===== config.mk =====
export PLATFORM = sky130hd
export DESIGN_NAME = plru_array
export DESIGN_NICKNAME = d
export VERILOG_FILES = /design/src/rtl/plru_pkg.sv /design/src/rtl/plru_tree.sv /design/src/rtl/plru_array.sv
export SDC_FILE = /design/constraint.sdc
export NUM_CORES = 1
export LEC_CHECK = 0
export BUFFER_PORTS_ARGS = -buffer_cell sky130_fd_sc_hd__buf_2
export CAP_MARGIN = 0
export CORE_ASPECT_RATIO = 0.7
export CORE_UTILIZATION = 63
export CTS_CLUSTER_DIAMETER = 40
export DETAILED_ROUTE_END_ITERATION = 7
export GPL_ROUTABILITY_DRIVEN = 0
export MAX_ROUTING_LAYER = met4
export PLACE_DENSITY = 0.8
export SYNTH_ARGS = -nofsm -noshare
export SYNTH_HDL_FRONTEND = slang
export SYNTH_SLANG_ARGS = --single-unit

===== constraint.sdc =====
create_clock -name clk0 -period 2.77 [get_ports clk0]
set_input_delay 0.1385 -clock clk0 [delete_from_list [all_inputs] [get_ports clk0]]
set_output_delay 0.1385 -clock clk0 [all_outputs]
set_load 0.005 [all_outputs]

===== src/rtl/plru_pkg.sv =====
// Shared types and heap-index helpers for the tree pseudo-LRU replacement state.
package plru_pkg;

  typedef enum logic {
    OP_TOUCH = 1'b0,
    OP_INV   = 1'b1
  } plru_op_e;

  // A binary tree over WAYS leaves has WAYS-1 internal nodes.
  function automatic int plru_nodes(input int ways);
    return ways - 1;
  endfunction

  function automatic int left_child(input int n);
    return 2 * n + 1;
  endfunction

  function automatic int right_child(input int n);
    return 2 * n + 2;
  endfunction

  // Leaves follow the internal nodes in heap order, left to right.
  function automatic int leaf_to_way(input int n, input int ways);
    return n - plru_nodes(ways);
  endfunction

endpackage


===== src/rtl/plru_tree.sv =====
// One set's PLRU tree: next-state for touch/invalidate and victim selection from the input state.
module plru_tree
  import plru_pkg::*;
#(
  parameter  int WAYS  = 4,
  localparam int WAY_W = $clog2(WAYS),
  localparam int NODES = plru_nodes(WAYS)
) (
  input  logic [NODES-1:0] tree_i,
  input  logic [WAYS-1:0]  valid_i,
  input  logic [WAY_W-1:0] way_i,
  input  logic             op_i,
  output logic [NODES-1:0] tree_o,
  output logic [WAYS-1:0]  valid_o,
  output logic [WAY_W-1:0] victim_o
);

  // Way index MSB picks the root branch; each level consumes one bit.
  always_comb begin
    int  node;
    logic dir;
    tree_o  = tree_i;
    valid_o = valid_i;
    node    = 0;
    dir     = 1'b0;
    for (int l = 0; l < WAY_W; l++) begin
      dir          = way_i[WAY_W-1-l];
      tree_o[node] = (op_i == OP_INV) ? dir : ~dir;
      node         = dir ? right_child(node) : left_child(node);
    end
    valid_o[way_i] = (op_i == OP_TOUCH);
  end

  always_comb begin
    int               node;
    logic             any_inv;
    logic [WAY_W-1:0] inv_way;
    node    = 0;
    any_inv = 1'b0;
    inv_way = '0;
    for (int w = WAYS - 1; w >= 0; w--) begin
      if (!valid_i[w]) begin
        any_inv = 1'b1;
        inv_way = WAY_W'(w);
      end
    end
    for (int l = 0; l < WAY_W; l++) begin
      node = tree_i[node] ? right_child(node) : left_child(node);
    end
    victim_o = any_inv ? inv_way : WAY_W'(leaf_to_way(node, WAYS));
  end

endmodule


===== src/rtl/plru_array.sv =====
// Per-set tree PLRU state with a registered victim lookup port and a write-first update port.
module plru_array
  import plru_pkg::*;
#(
  parameter  int WAYS  = 4,
  parameter  int SETS  = 16,
  localparam int WAY_W = $clog2(WAYS),
  localparam int SET_W = $clog2(SETS),
  localparam int NODES = plru_nodes(WAYS)
) (
  input  logic             clk0,
  input  logic             rst0,
  input  logic             csb0,
  input  logic [SET_W-1:0] addr0,
  output logic [WAY_W-1:0] dout0,
  output logic             vld0,
  input  logic             web1,
  input  logic             inv1,
  input  logic [SET_W-1:0] addr1,
  input  logic [WAY_W-1:0] din1
);

  logic [SETS-1:0][NODES-1:0] tree_q;
  logic [SETS-1:0][WAYS-1:0]  valid_q;
  logic [WAY_W-1:0]           dout_q, dout_d;
  logic                       vld_q;

  logic [NODES-1:0] upd_tree, lk_tree, lk_tree_nx;
  logic [WAYS-1:0]  upd_valid, lk_valid, lk_valid_nx;
  logic [WAY_W-1:0] upd_victim;
  logic             fwd;

  plru_tree #(.WAYS(WAYS)) u_upd (
    .tree_i  (tree_q[addr1]),
    .valid_i (valid_q[addr1]),
    .way_i   (din1),
    .op_i    (inv1),
    .tree_o  (upd_tree),
    .valid_o (upd_valid),
    .victim_o(upd_victim)
  );

  // Same-set update in the lookup cycle is seen by the lookup (write-first).
  assign fwd      = !web1 && (addr0 == addr1);
  assign lk_tree  = fwd ? upd_tree  : tree_q[addr0];
  assign lk_valid = fwd ? upd_valid : valid_q[addr0];

  plru_tree #(.WAYS(WAYS)) u_lk (
    .tree_i  (lk_tree),
    .valid_i (lk_valid),
    .way_i   ('0),
    .op_i    (OP_TOUCH),
    .tree_o  (lk_tree_nx),
    .valid_o (lk_valid_nx),
    .victim_o(dout_d)
  );

  logic unused_nx;
  assign unused_nx = ^{upd_victim, lk_tree_nx, lk_valid_nx};

  always_ff @(posedge clk0) begin
    if (!rst0) begin
      tree_q  <= '0;
      valid_q <= '0;
      dout_q  <= '0;
      vld_q   <= 1'b0;
    end else begin
      if (!web1) begin
        tree_q[addr1]  <= upd_tree;
        valid_q[addr1] <= upd_valid;
      end
      if (!csb0) dout_q <= dout_d;
      vld_q <= !csb0;
    end
  end

  assign dout0 = dout_q;
  assign vld0  = vld_q;

endmodule

==> reports/qor.txt <==
Post-synth top flop -> dfxtp_1
Final Hold Viols -> 0
Synth area leader -> dfxtp_1
CP delay by family, top -> compound AO/OA/AOI/OAI gates
initial antenna violation count -> 1
clock root buffer -> clkbuf_16
number of CTS-inserted buffers -> 17
Slew @ Worst Pin -> 1117 ps
Commonest cells post-synth -> dfxtp_1, nand2_1, o211a_1, mux4_2, mux2i_1
Reg power frac -> 40.3%
Yosys reg bits -> 115
Worst Path Arrival -> 2470 ps
first-pass GRT wire length -> 26.59 mm
Skew-Pair Late Insertion Delay -> 420 ps
switching part of the total power -> 24.51%
fin util -> 72.82%
die area -> 10370 µm²
Int Pwr -> 3.213 mW
crit path capture type -> register
Clock Sinks -> 115
Hold Crit Class -> in2reg
vias in the first global route -> 4870
WL/cell -> 22.98 µm
layout cells sized above 1 -> 23.06%
Starting Density -> 64.79%
synthesis-to-finish area growth -> 12.38%
Cell Rows -> 30
post-synthesis async set-or-reset flop share -> 0%
cell with the most instances after synthesis -> dfxtp_1
critical path cell sequence -> mux4_1 -> and3_1 -> o41ai_4 -> buf_4 -> nand2_1 -> o211a_1
Total Routing Usage GR -> 36.00%
combinational group share of total power -> 9.5%
CP required -> 3080 ps
Die H -> 85.50 µm
pwr dens -> 603.6 nW/µm²
unrepaired setup endpoints after global routing -> false
Worst path slowest cell -> mux4_1
Worst-path clk slew -> 60 ps
Tcrit/Tclk final -> 78.17%
worst-path maximum fanout -> 8
clock tree from TritonCTS -> yes
cells taking the most area after synthesis -> dfxtp_1, mux4_2, o211a_1
switching power total -> 1.043 mW
vias after detailed routing -> 4972
DP Wirelength -> 10.96 mm
Lkg Pwr -> 3.684 nW
Gate Count Post-Synth -> 574
core area -> 9684 µm²
Yosys Warn Count -> 0
Remaining DRCs -> 0
largest net degree at the start of global routing -> 58
outcome -> finished, final reports clean
Worst setup SP type -> register
worst vdd ir -> 0.5111 mV
H-tree levels -> 4
Resize count post-CTS -> 0
CP Class -> reg2reg
final net count -> 598
fin crit period -> 2165 ps
Sum Neg Setup Slack -> 0 ps
post-synth top area share -> 36.69%
ANT nets after route -> 0
EDFF count, synth -> 0
Ports -> 18
CP peak stage delay -> 560 ps
Post-Syn Area -> 6275 µm²
Final Max Slew Viols -> 0
Die W -> 121.3 µm
total power -> 4.256 mW
post-CTS setup buffer count -> 0
Clock Tree Buf Depth -> 2
power share of the clock group -> 50.1%
Fmax -> 461.8 MHz
register area share after synthesis -> 36.69%
syn nets -> 589
max cap viols -> 0
PortBufs -> 17
Synth Area per Inst -> 10.93 µm²
Starting DRT DRC Count -> 465
final setup vio count -> 0
WL final -> 16.62 mm
clk_skew -> 4.865 ps
synth unique cells -> 51
WP buf/inv -> 1
vias per cell -> 6.877
final hold slack -> 256.5 ps
max_slew headroom -> 25.28%
global route overflow -> 0
drt first pass iters -> 5
[cell usage in the layout, fill, tap and decap left out, types with 2 or more instances in the layout]
cell type,n
mux4_2,46
nand3b_1,2
clkbuf_16,17
bufinv_16,2
buf_2,16
buf_12,2
inv_1,2
clkbuf_8,2
mux2i_1,29
o31ai_1,2
nor2b_1,21
o22ai_1,2
mux4_1,7
a21oi_1,3
buf_4,33
o211a_1,96
nor2_1,19
dfxtp_1,115
a211oi_1,3
nor3b_1,2
clkinvlp_4,5
clkbuf_1,2
mux2_2,6
xnor2_1,6
nand2_1,104
nand2b_1,5
clkinv_2,2
and3_1,4
o21ai_0,3
or3_1,3
nand3_1,7
nor3_1,5
[metal layers]
layer | GRT usage (%) | wire length (µm) | up-vias
met5 | - | 0 | -
li1 | - | - | 2180
met1 | 47.00 | 6840 | 2445
met2 | 54.44 | 7781 | 305
met3 | 8.710 | 1579 | 42
met4 | 13.80 | 414 | 0
[through the flow]
| stage | cells | area (µm²) | setup WS [ps] |
|---|---|---|---|
| global route | 723 | 7052 | 516.5 |
| CTS | 722 | 7049 | 659.0 |
| finish | 723 | 7052 | 604.8 |
| detailed placement | 691 | 6471 | 299.8 |
| floorplan | 574 | 6275 | 531.9 |
| global placement | 691 | 6471 | 322.7 |
[path summary, 6_finish.rpt]
path,slack (ps),depth (start not counted),startpoint,to
worst min-delay path,260,2,rst0,valid_q[13]$_SDFFE_PN0P_
worst min register to register,520,2,dout0[1]$_SDFFE_PN0N_,dout0[1]$_SDFFE_PN0N_
worst max-delay path,600,6,valid_q[54]$_SDFFE_PN0P_,valid_q[34]$_SDFFE_PN0P_
worst max register to register,600,6,valid_q[54]$_SDFFE_PN0P_,valid_q[34]$_SDFFE_PN0P_
[flip-flops by register name (all words and copies together), names as in the netlist]
register / flops
tree_q: 48
dout0: 2
valid_q: 64
vld0: 1
[repair_timing]
item	4_1_cts	5_1_grt
setup endpoints to repair	0	0
hold endpoints to repair	1	0
hold buffers	1	0
[power groups by stage]
stage / clock, mW / combinational [mW] / sequential (mW)
global placement: 0 / 0.385 / 1.75
global route: 2.23 / 0.431 / 1.72
finish: 2.13 / 0.406 / 1.72
CTS: 2.14 / 0.401 / 1.72
detailed placement: 0 / 0.397 / 1.75
floorplan: 0 / 0.299 / 1.74
[final cells by class]
cell class	instances	area (µm²)
diodes	1	2.502
flip-flops and latches	115	2302
repair buffers	52	377.9
fillers	670	2633
clock buffers	21	460.4
inverters	2	7.507
multi-input cells	395	3633
clock inverters	9	107.6
well taps	128	160.2
[kinds of logic (layout without fill, tap and decap cells)]
kind of cell    Yosys count  in the layout  share of synthesized area (%)
compound gates          121            121                          18.84
flops                   115            115                          36.69
other cells               0              1                              0
mux                      88             88                          25.14
xor+xnor                  6              6                         0.8375
buf+inv                  64             84                          5.404
simple gates            180            180                          13.08
Note: power is estimated with default switching activity, not from simulation.
